$ cat src/rtl/axi_write_slave_if.sv
// Purpose: AXI4 write-channel bundle (AW/W/B) between a write master and axi_write_slave.
// Ports (signals): AWADDR/AWLEN/AWSIZE/AWVALID/AWREADY address channel,
//                  WDATA/WLAST/WVALID/WREADY data channel, BRESP/BVALID/BREADY response.
// Modports: master drives requests and BREADY; slave drives the ready signals and B.
interface axi_write_slave_if #(
    parameter int unsigned DATA_WIDTH = 32,
    parameter int unsigned ADDR_WIDTH = 16
);
    logic [ADDR_WIDTH-1:0] AWADDR;
    logic [7:0]            AWLEN;
    logic [2:0]            AWSIZE;
    logic                  AWVALID;
    logic                  AWREADY;
    logic [DATA_WIDTH-1:0] WDATA;
    logic                  WLAST;
    logic                  WVALID;
    logic                  WREADY;
    logic [1:0]            BRESP;
    logic                  BVALID;
    logic                  BREADY;

    modport master (
        output AWADDR, AWLEN, AWSIZE, AWVALID, WDATA, WLAST, WVALID, BREADY,
        input  AWREADY, WREADY, BRESP, BVALID
    );

    modport slave (
        input  AWADDR, AWLEN, AWSIZE, AWVALID, WDATA, WLAST, WVALID, BREADY,
        output AWREADY, WREADY, BRESP, BVALID
    );
endinterface

$ cat src/rtl/axi_write_slave.sv
// Purpose: AXI4 write slave front end (INCR bursts, one outstanding burst). Checks each
//          burst for legality, turns legal beats into single-word memory writes and
//          answers OKAY or SLVERR on B.
// Ports: clk         rising-edge clock
//        ARESET      synchronous active-high reset
//        axi         AW/W/B channels (slave modport)
//        mem_we      one-cycle write strobe per written word
//        mem_addr    memory word address
//        mem_wdata   memory write data
// ADDR_WIDTH must be at least 12 (the 4 KB page offset is taken from AWADDR[11:0]).
module axi_write_slave #(
    parameter int unsigned DATA_WIDTH = 32,
    parameter int unsigned ADDR_WIDTH = 16,
    parameter int unsigned MEM_DEPTH  = 1024
) (
    input  logic                         clk,
    input  logic                         ARESET,
    axi_write_slave_if.slave             axi,
    output logic                         mem_we,
    output logic [$clog2(MEM_DEPTH)-1:0] mem_addr,
    output logic [DATA_WIDTH-1:0]        mem_wdata
);
    localparam int unsigned MEM_AW  = $clog2(MEM_DEPTH);
    localparam int unsigned MAXSIZE = $clog2(DATA_WIDTH / 8);
    localparam int unsigned BYTES   = DATA_WIDTH / 8;
    localparam int unsigned BASE_W  = ADDR_WIDTH - MAXSIZE;
    // Wide enough for address + 256 full-width beats without overflow
    localparam int unsigned SUM_W   = ADDR_WIDTH + MAXSIZE + 10;

    typedef enum logic [1:0] {IDLE, DATA, RESP} state_e;

    state_e                state_q, state_d;
    logic [BASE_W-1:0]     base_q, base_d;
    logic [7:0]            len_q, len_d;
    logic                  err_q, err_d;
    logic [8:0]            beat_q, beat_d;
    logic [1:0]            bresp_q, bresp_d;
    logic                  bvalid_q, bvalid_d;
    logic                  mem_we_q, mem_we_d;
    logic [MEM_AW-1:0]     mem_addr_q, mem_addr_d;
    logic [DATA_WIDTH-1:0] mem_wdata_q, mem_wdata_d;

    logic             aw_hs, w_hs, b_hs, aw_err, misaligned;
    logic [SUM_W-1:0] burst_bytes, end_addr, page_end;

    assign aw_hs = axi.AWVALID && (state_q == IDLE);
    assign w_hs  = axi.WVALID && (state_q == DATA);
    assign b_hs  = axi.BREADY && bvalid_q;

    // Legality of the burst presented on AW
    always_comb begin
        burst_bytes = SUM_W'({1'b0, axi.AWLEN} + 9'd1) << MAXSIZE;
        end_addr    = SUM_W'(axi.AWADDR) + burst_bytes;
        page_end    = SUM_W'(axi.AWADDR[11:0]) + burst_bytes;
        misaligned  = (axi.AWADDR & ADDR_WIDTH'(BYTES - 1)) != '0;
        aw_err      = (axi.AWSIZE != 3'(MAXSIZE)) || misaligned
                    || (end_addr > SUM_W'(MEM_DEPTH * BYTES))
                    || (page_end > SUM_W'(4096));
    end

    // State and datapath registers
    always_ff @(posedge clk) begin
        if (ARESET) begin
            state_q     <= IDLE;
            base_q      <= '0;
            len_q       <= '0;
            err_q       <= 1'b0;
            beat_q      <= '0;
            bresp_q     <= 2'b00;
            bvalid_q    <= 1'b0;
            mem_we_q    <= 1'b0;
            mem_addr_q  <= '0;
            mem_wdata_q <= '0;
        end else begin
            state_q     <= state_d;
            base_q      <= base_d;
            len_q       <= len_d;
            err_q       <= err_d;
            beat_q      <= beat_d;
            bresp_q     <= bresp_d;
            bvalid_q    <= bvalid_d;
            mem_we_q    <= mem_we_d;
            mem_addr_q  <= mem_addr_d;
            mem_wdata_q <= mem_wdata_d;
        end
    end

    // Next-state logic
    always_comb begin
        state_d = state_q;
        case (state_q)
            IDLE:    if (aw_hs) state_d = DATA;
            DATA:    if (w_hs && axi.WLAST) state_d = RESP;
            RESP:    if (b_hs) state_d = IDLE;
            default: state_d = IDLE;
        endcase
    end

    // Output and datapath next values
    always_comb begin
        axi.AWREADY = (state_q == IDLE);
        axi.WREADY  = (state_q == DATA);
        base_d      = base_q;
        len_d       = len_q;
        err_d       = err_q;
        beat_d      = beat_q;
        bresp_d     = bresp_q;
        bvalid_d    = bvalid_q;
        mem_we_d    = 1'b0;
        mem_addr_d  = mem_addr_q;
        mem_wdata_d = mem_wdata_q;
        case (state_q)
            IDLE: begin
                if (aw_hs) begin
                    base_d = BASE_W'(axi.AWADDR >> MAXSIZE);
                    len_d  = axi.AWLEN;
                    err_d  = aw_err;
                    beat_d = '0;
                end
            end
            DATA: begin
                if (w_hs) begin
                    // Beats past AWLEN are accepted but dropped
                    if (!err_q && (beat_q <= {1'b0, len_q})) begin
                        mem_we_d    = 1'b1;
                        mem_addr_d  = MEM_AW'(base_q + BASE_W'(beat_q));
                        mem_wdata_d = axi.WDATA;
                    end
                    beat_d = (beat_q == 9'h1FF) ? beat_q : beat_q + 9'd1;
                    if (axi.WLAST) begin
                        bvalid_d = 1'b1;
                        bresp_d  = (err_q || (beat_q != {1'b0, len_q})) ? 2'b10 : 2'b00;
                    end
                end
            end
            RESP: begin
                if (b_hs) bvalid_d = 1'b0;
            end
            default: ;
        endcase
    end

    assign axi.BRESP  = bresp_q;
    assign axi.BVALID = bvalid_q;
    assign mem_we     = mem_we_q;
    assign mem_addr   = mem_addr_q;
    assign mem_wdata  = mem_wdata_q;
endmodule

$ cat src/flat_wrapper.sv
// flat-port wrapper written by rule: the top's interface ports become plain ports
module axi_write_slave_flat 
#(
    parameter int unsigned DATA_WIDTH = 32,
    parameter int unsigned ADDR_WIDTH = 16,
    parameter int unsigned MEM_DEPTH  = 1024
)
  (clk, ARESET, mem_we, mem_addr, mem_wdata, axi_AWADDR, axi_AWLEN, axi_AWSIZE, axi_AWVALID, axi_WDATA, axi_WLAST, axi_WVALID, axi_BREADY, axi_AWREADY, axi_WREADY, axi_BRESP, axi_BVALID);
  axi_write_slave_if #(.DATA_WIDTH(DATA_WIDTH), .ADDR_WIDTH(ADDR_WIDTH)) axi_i ();
  input  logic clk;
  input  logic ARESET;
  output logic mem_we;
  output logic [$clog2(MEM_DEPTH)-1:0] mem_addr;
  output logic [DATA_WIDTH-1:0] mem_wdata;
  input wire logic [$bits(axi_i.AWADDR)-1:0] axi_AWADDR;
  input wire logic [$bits(axi_i.AWLEN)-1:0] axi_AWLEN;
  input wire logic [$bits(axi_i.AWSIZE)-1:0] axi_AWSIZE;
  input wire logic [$bits(axi_i.AWVALID)-1:0] axi_AWVALID;
  input wire logic [$bits(axi_i.WDATA)-1:0] axi_WDATA;
  input wire logic [$bits(axi_i.WLAST)-1:0] axi_WLAST;
  input wire logic [$bits(axi_i.WVALID)-1:0] axi_WVALID;
  input wire logic [$bits(axi_i.BREADY)-1:0] axi_BREADY;
  output wire logic [$bits(axi_i.AWREADY)-1:0] axi_AWREADY;
  output wire logic [$bits(axi_i.WREADY)-1:0] axi_WREADY;
  output wire logic [$bits(axi_i.BRESP)-1:0] axi_BRESP;
  output wire logic [$bits(axi_i.BVALID)-1:0] axi_BVALID;
  assign axi_i.AWADDR = axi_AWADDR;
  assign axi_i.AWLEN = axi_AWLEN;
  assign axi_i.AWSIZE = axi_AWSIZE;
  assign axi_i.AWVALID = axi_AWVALID;
  assign axi_i.WDATA = axi_WDATA;
  assign axi_i.WLAST = axi_WLAST;
  assign axi_i.WVALID = axi_WVALID;
  assign axi_i.BREADY = axi_BREADY;
  assign axi_AWREADY = axi_i.AWREADY;
  assign axi_WREADY = axi_i.WREADY;
  assign axi_BRESP = axi_i.BRESP;
  assign axi_BVALID = axi_i.BVALID;
  axi_write_slave #(.DATA_WIDTH(DATA_WIDTH), .ADDR_WIDTH(ADDR_WIDTH), .MEM_DEPTH(MEM_DEPTH)) u_core (.clk(clk), .ARESET(ARESET), .axi(axi_i), .mem_we(mem_we), .mem_addr(mem_addr), .mem_wdata(mem_wdata));
endmodule
$ cat config.mk
export PLATFORM = sky130hd
export DESIGN_NAME = axi_write_slave_flat
export DESIGN_NICKNAME = d
export VERILOG_FILES = /design/src/rtl/axi_write_slave_if.sv /design/src/rtl/axi_write_slave.sv /design/src/flat_wrapper.sv
export SDC_FILE = /design/constraint.sdc
export NUM_CORES = 1
export LEC_CHECK = 0
export ABC_AREA = 1
export ABC_CLOCK_PERIOD_IN_PS = 3400
export CAP_MARGIN = 15
export CORE_AREA = 5 5 119 121
export DETAILED_ROUTE_END_ITERATION = 12
export DIE_AREA = 0 0 124 126
export SYNTH_ARGS = -nofsm -noshare
export SYNTH_HDL_FRONTEND = slang
export SYNTH_SLANG_ARGS = --single-unit
export TNS_END_PERCENT = 1
$ cat constraint.sdc
create_clock -name clk -period 3.4 [get_ports clk]
set_clock_uncertainty 0.05 [all_clocks]
set_input_delay 1.02 -clock clk [delete_from_list [all_inputs] [get_ports clk]]
set_output_delay 1.02 -clock clk [all_outputs]
set_load 0.03 [all_outputs]
## Word level (Yosys, flattened, before mapping)

Index checks and enable logic that the tools add are counted.
W data, S select, Z words.

- Logic and storage cells: 66
- Register bits after elaboration: 76
- Latch bits: 0
- ROM bits: 0
- Output and inout port bits: 48
- Memories: 0
- RAM bits: 0

- Bitwise gates (word level): 2
- Divide/modulo/power cells: 0
- Reductions and logical operators: 21
- Magnitude comparators: 3
- Add/sub/neg operators: 5
- Multipliers: 0
- Shifts and indexed selects: 0
- Equality and inequality tests: 11
- Mux-type cells: 14

Operators by type and width:

| cell | number |
|---|---|
| $gt A28 B13 Y1 const B | 2 |
| $mux W9 | 3 |
| $pmux W9 S2 | 1 |
| $add A16 B11 Y17 | 1 |
| $reduce_bool A16 Y1 | 1 |
| $add A12 B11 Y13 | 1 |
| $add A10 B9 Y10 | 1 |
| $add A8 B1 Y9 const B | 1 |
| $add A9 B1 Y9 const B | 1 |
| $eq A9 B9 Y1 const B | 1 |
| $le A9 B8 Y1 | 1 |
| $ne A9 B8 Y1 | 1 |
| $reduce_and A3 Y1 | 3 |
| $mux W2 | 4 |
| $ne A2 B1 Y1 const B | 4 |
| $reduce_and A4 Y1 | 2 |
| $pmux W2 S3 | 1 |
| $logic_and A1 B1 Y1 | 5 |
| $logic_or A1 B1 Y1 | 4 |
| $mux W1 | 4 |
| $ne A2 B2 Y1 const B | 2 |
| $reduce_bool A2 Y1 | 2 |
| $ne A3 B2 Y1 const B | 1 |
| $reduce_or A3 Y1 | 1 |
| other kinds (7) | 8 |

## Logic depth before layout (Yosys ltp)

- Depth after elaboration: 5
- Gate-level depth with buffers: 18

## Least setup slack after synthesis

Ideal clock, no wire load.

- Path type: in2reg
- Start: input axi_AWLEN[0]
- End: register u_core.err_q
- Buffers on the path: 0
- Stages: 13
- Path slack: 467 ps
- Arrival time: 2,763 ps
- Cell sequence: ha_1 -> nand3_1 -> nor3_1 -> xnor2_1 -> inv_1 -> ha_1 -> nand2_1 -> inv_1 -> a21oi_1 -> nand2_1 -> a211o_1 -> nand2_1 -> a21oi_1

- Cells in the longest elaborated chain, start to end: 5

Ends and longest elaborated chain:

| item | line | source |
|---|---|---|
| start, declared | flat_wrapper.sv:16 | `input wire logic [$bits(axi_i.AWLEN)-1:0] axi_AWLEN;` |
| $add A8 B1 Y9 * | axi_write_slave.sv:52 | `burst_bytes = SUM_W'({1'b0, axi.AWLEN} + 9'd1) << MAXSIZE;` |
| $add A16 B11 Y17 | axi_write_slave.sv:53 | `end_addr = SUM_W'(axi.AWADDR) + burst_bytes;` |
| $gt A28 B13 Y1 | axi_write_slave.sv:57 | `\|\| (end_addr > SUM_W'(MEM_DEPTH * BYTES))` |
| $logic_or A1 B1 Y1 | axi_write_slave.sv:57 |  |
| $logic_or A1 B1 Y1 * | axi_write_slave.sv:58 | `\|\| (page_end > SUM_W'(4096));` |
| end signal, assigned | axi_write_slave.sv:78 | `err_q <= err_d;` |
| end, declared | axi_write_slave.sv:35 | `logic err_q, err_d;` |

Every way passes the cells marked *; elsewhere a longest branch is shown, timed or not.
A chain may end at the register's enable or synchronous reset.

## Worst setup path in the final report

- Start: input axi_AWLEN[4]
- End: register u_core.err_q

The elaborated chain is that of the path after synthesis.

==> metrics.yaml <==
yosysWarnings: 0
routed_wl_um: 12400
crit_arrival_ns: 3.16
max_freq_mhz: 334
critPathBufInv: 3
hold_path.class: "reg2reg"
die-area_um2: 15600
startpoint: "axi_AWLEN[4]"
final-setup-viol-count: 0
ys_seq_area_frac: 0.341
cp_cell_sequence: "clkdlybuf4s50_1, inv_1, nor3_4, xnor2_1, inv_1, ha_4, nand2_1, nor2_1, nand2_1, nand2_1, nand2_1, nand2_1, nand2_1, nor2_1, nand3_1, nand2_1, a21oi_1"
insertion_delay_ns: 0.33
ir_worst_vdd_mv: 0.284
status: "complete, no violations"
cts_buffer_depth: 2
drt_iter0_drc: 213
die_w_um: 124
cts_max_level: 3
grt_pass1_vias: 4271
final_cell_mix: "108 x nand2_1, 106 x clkdlybuf4s50_1, 90 x nor2_1, 75 x a21oi_1, 75 x dfxtp_1"
avgSynthCellArea_um2: 7.00
cap_violations: 0
start_util: 0.339
drive_gt1_frac: 0.0879
cts.sinks: 75
synth_nets: 725
grt_setup_unrepaired: "false"
cts_tree: "done"
io_buffer_count: 111
synth_seq_cells: 75
endpoint: "u_core.err_q"
post_cts_buffers: 0
core_um2: 13000
timing.rr.end: "u_core.beat_q[7]"
slew_viol_final: 0
grt_max_degree: 47
rr_startpoint: "u_core.beat_q[1]"
required_ns: 3.57
syn_area_um2: 4400
firstDrtPassIters: 4
yosysUniqueCellTypes: 39
place.gp.congestion: 0.796
path_common_cell: "nand2_1"
final_nets: 844
antenna_cells: 0
rows: 42
p_leak_uw: 0.00271
layout_commonest_cell: "nand2_1"
wl_per_cell_um: 13.4
cp-start-kind: "primary input"
synth_top_flop_cell: "dfxtp_1"
endpoint_kind: "flip-flop"
synthCells: 628
viasPerCell: 4.74
antenna_found_initial: 0
die_h_um: 126
postRouteAntennaNets: 0
ioPinCount: 113
slew_headroom: 0.568
ff2ff_setup_slack_ns: 0.99
drc: 0
critPathTopFamily: "simple AND/OR/NAND/NOR gates"
min_period_over_period: 0.880
synth-edff-count: 0
dp_hpwl_um: 9600
power_density_nw_per_um2: 430
cp_slowest_cell: "clkdlybuf4s50_1"
hold-worst-slack_ns: 0.419
worst-path-max-fanout: 4
hold_violations: 0
via_count: 4390
grt_pass1_wl_um: 20000
overflow: 0
async_flop_share: 0
max_stage_delay_ns: 0.51
critical_path_cell_count: 17
syn2layout_area_growth_pct: 38.6
period_minus_slack_ns: 2.99
track_usage: 0.158
setup-tns-final_ns: 0
worst_pin_slew_ns: 0.647
criticalPathCategory: "in2reg"
numCtsBuffers: 9
cts-root-buf: "clkbuf_16"
cts.clk_slew.worst_paths_ns: 0.06
ff2ff_path_depth: 13
logic make-up (layout without fill, tap and decap cells):
group / Yosys count / after routing / share of synthesized area
flip-flops: 75 / 75 / 0.341
XOR/XNOR: 12 / 12 / 0.0239
adder cells (fa/ha/maj): 32 / 32 / 0.0945
buffers and inverters: 98 / 221 / 0.0942
AO/OA/AOI/OAI: 115 / 115 / 0.140
other: 1 / 1 / 0.000853
AND/OR/NAND/NOR: 295 / 295 / 0.305
where the power goes:
part | switching [µW] | leakage (µW) | internal (µW)
combinational | 411 | 0.00195 | 287
sequential | 38.8 | 0.000613 | 944
clock | 354 | 0.000142 | 584
total | 804 | 0.00271 | 1820
per-stage QoR:
step	instance area [µm²]	std cells	setup WS (ns)	power, µW	util
CTS	6050	927	0.0962	2650	0.466
global placement	5750	912	-0.224	1690	0.443
detailed placement	5750	912	-0.257	1700	0.443
finish	6100	927	0.407	2620	0.470
floorplan	4400	628	0.467	1420	-
global route	6100	927	0.134	2770	0.470
metal layers:
metal	GRT usage	wire length [µm]
met1	0.206	5760
met5	0	0
met4	0.0747	325
met3	0.0265	764
met2	0.251	5550
tightest hold or removal path: stages, from the launching register on:
cell and delay [ns]:
dfxtp_1 0.31, inv_1 0.05, a211oi_1 0.05
layout make-up:
type | count | area (µm²)
Multi-Input combinational cell | 455 | 2530
Fill cell | 1347 | 6880
Sequential cell | 75 | 1500
Tap cell | 176 | 220
Timing Repair Buffer | 132 | 1270
Clock buffer | 11 | 243
Inverter | 74 | 278
Clock inverter | 4 | 51.3
state kept, by name, summed over array words and instances, names as in the netlist:
signal / flops
u_core.state_q: 2
u_core.mem_wdata: 32
u_core.beat_q: 9
u_core.mem_addr: 10
u_core.base_q: 10
u_core.axi.BRESP: 1
u_core.axi.BVALID: 1
u_core.err_q: 1
u_core.mem_we: 1
u_core.len_q: 8
cells in the mapped netlist, types with 2 or more instances:
library cell,instances,area share
a211oi_1,3,0.0051
a21oi_1,75,0.085
buf_1,2,0.0017
buf_2,10,0.011
buf_6,4,0.010
clkbuf_1,7,0.0060
dfxtp_1,75,0.34
fa_1,2,0.0091
ha_1,30,0.085
inv_1,73,0.062
nand2_1,108,0.092
nand3_1,28,0.032
nand3b_1,3,0.0051
nand4_1,5,0.0071
nor2_1,91,0.078
nor2_2,2,0.0028
nor3_1,36,0.041
nor3_2,16,0.036
o21ai_0,27,0.031
o21bai_1,2,0.0034
xnor2_1,4,0.0080
xor2_1,8,0.016
how the worst min path moves through the flow:
stage                              startpoint             endpoint  cells after the start
after floorplan               u_core.len_q[1]      u_core.len_q[1]                      2
after global placement        u_core.len_q[6]      u_core.len_q[6]                      2
after detailed placement  u_core.axi.BRESP[1]  u_core.axi.BRESP[1]                      2
after CTS                     u_core.len_q[6]      u_core.len_q[6]                      2
after global routing          u_core.len_q[6]      u_core.len_q[6]                      2
final                     u_core.axi.BRESP[1]  u_core.axi.BRESP[1]                      2
repair_timing:
item                                    in CTS  in global routing
endpoints found under the setup margin       0                  1
resized for setup                            0                 12
hold buffers                                 0                  0
Power figures use the tool's default switching activity.
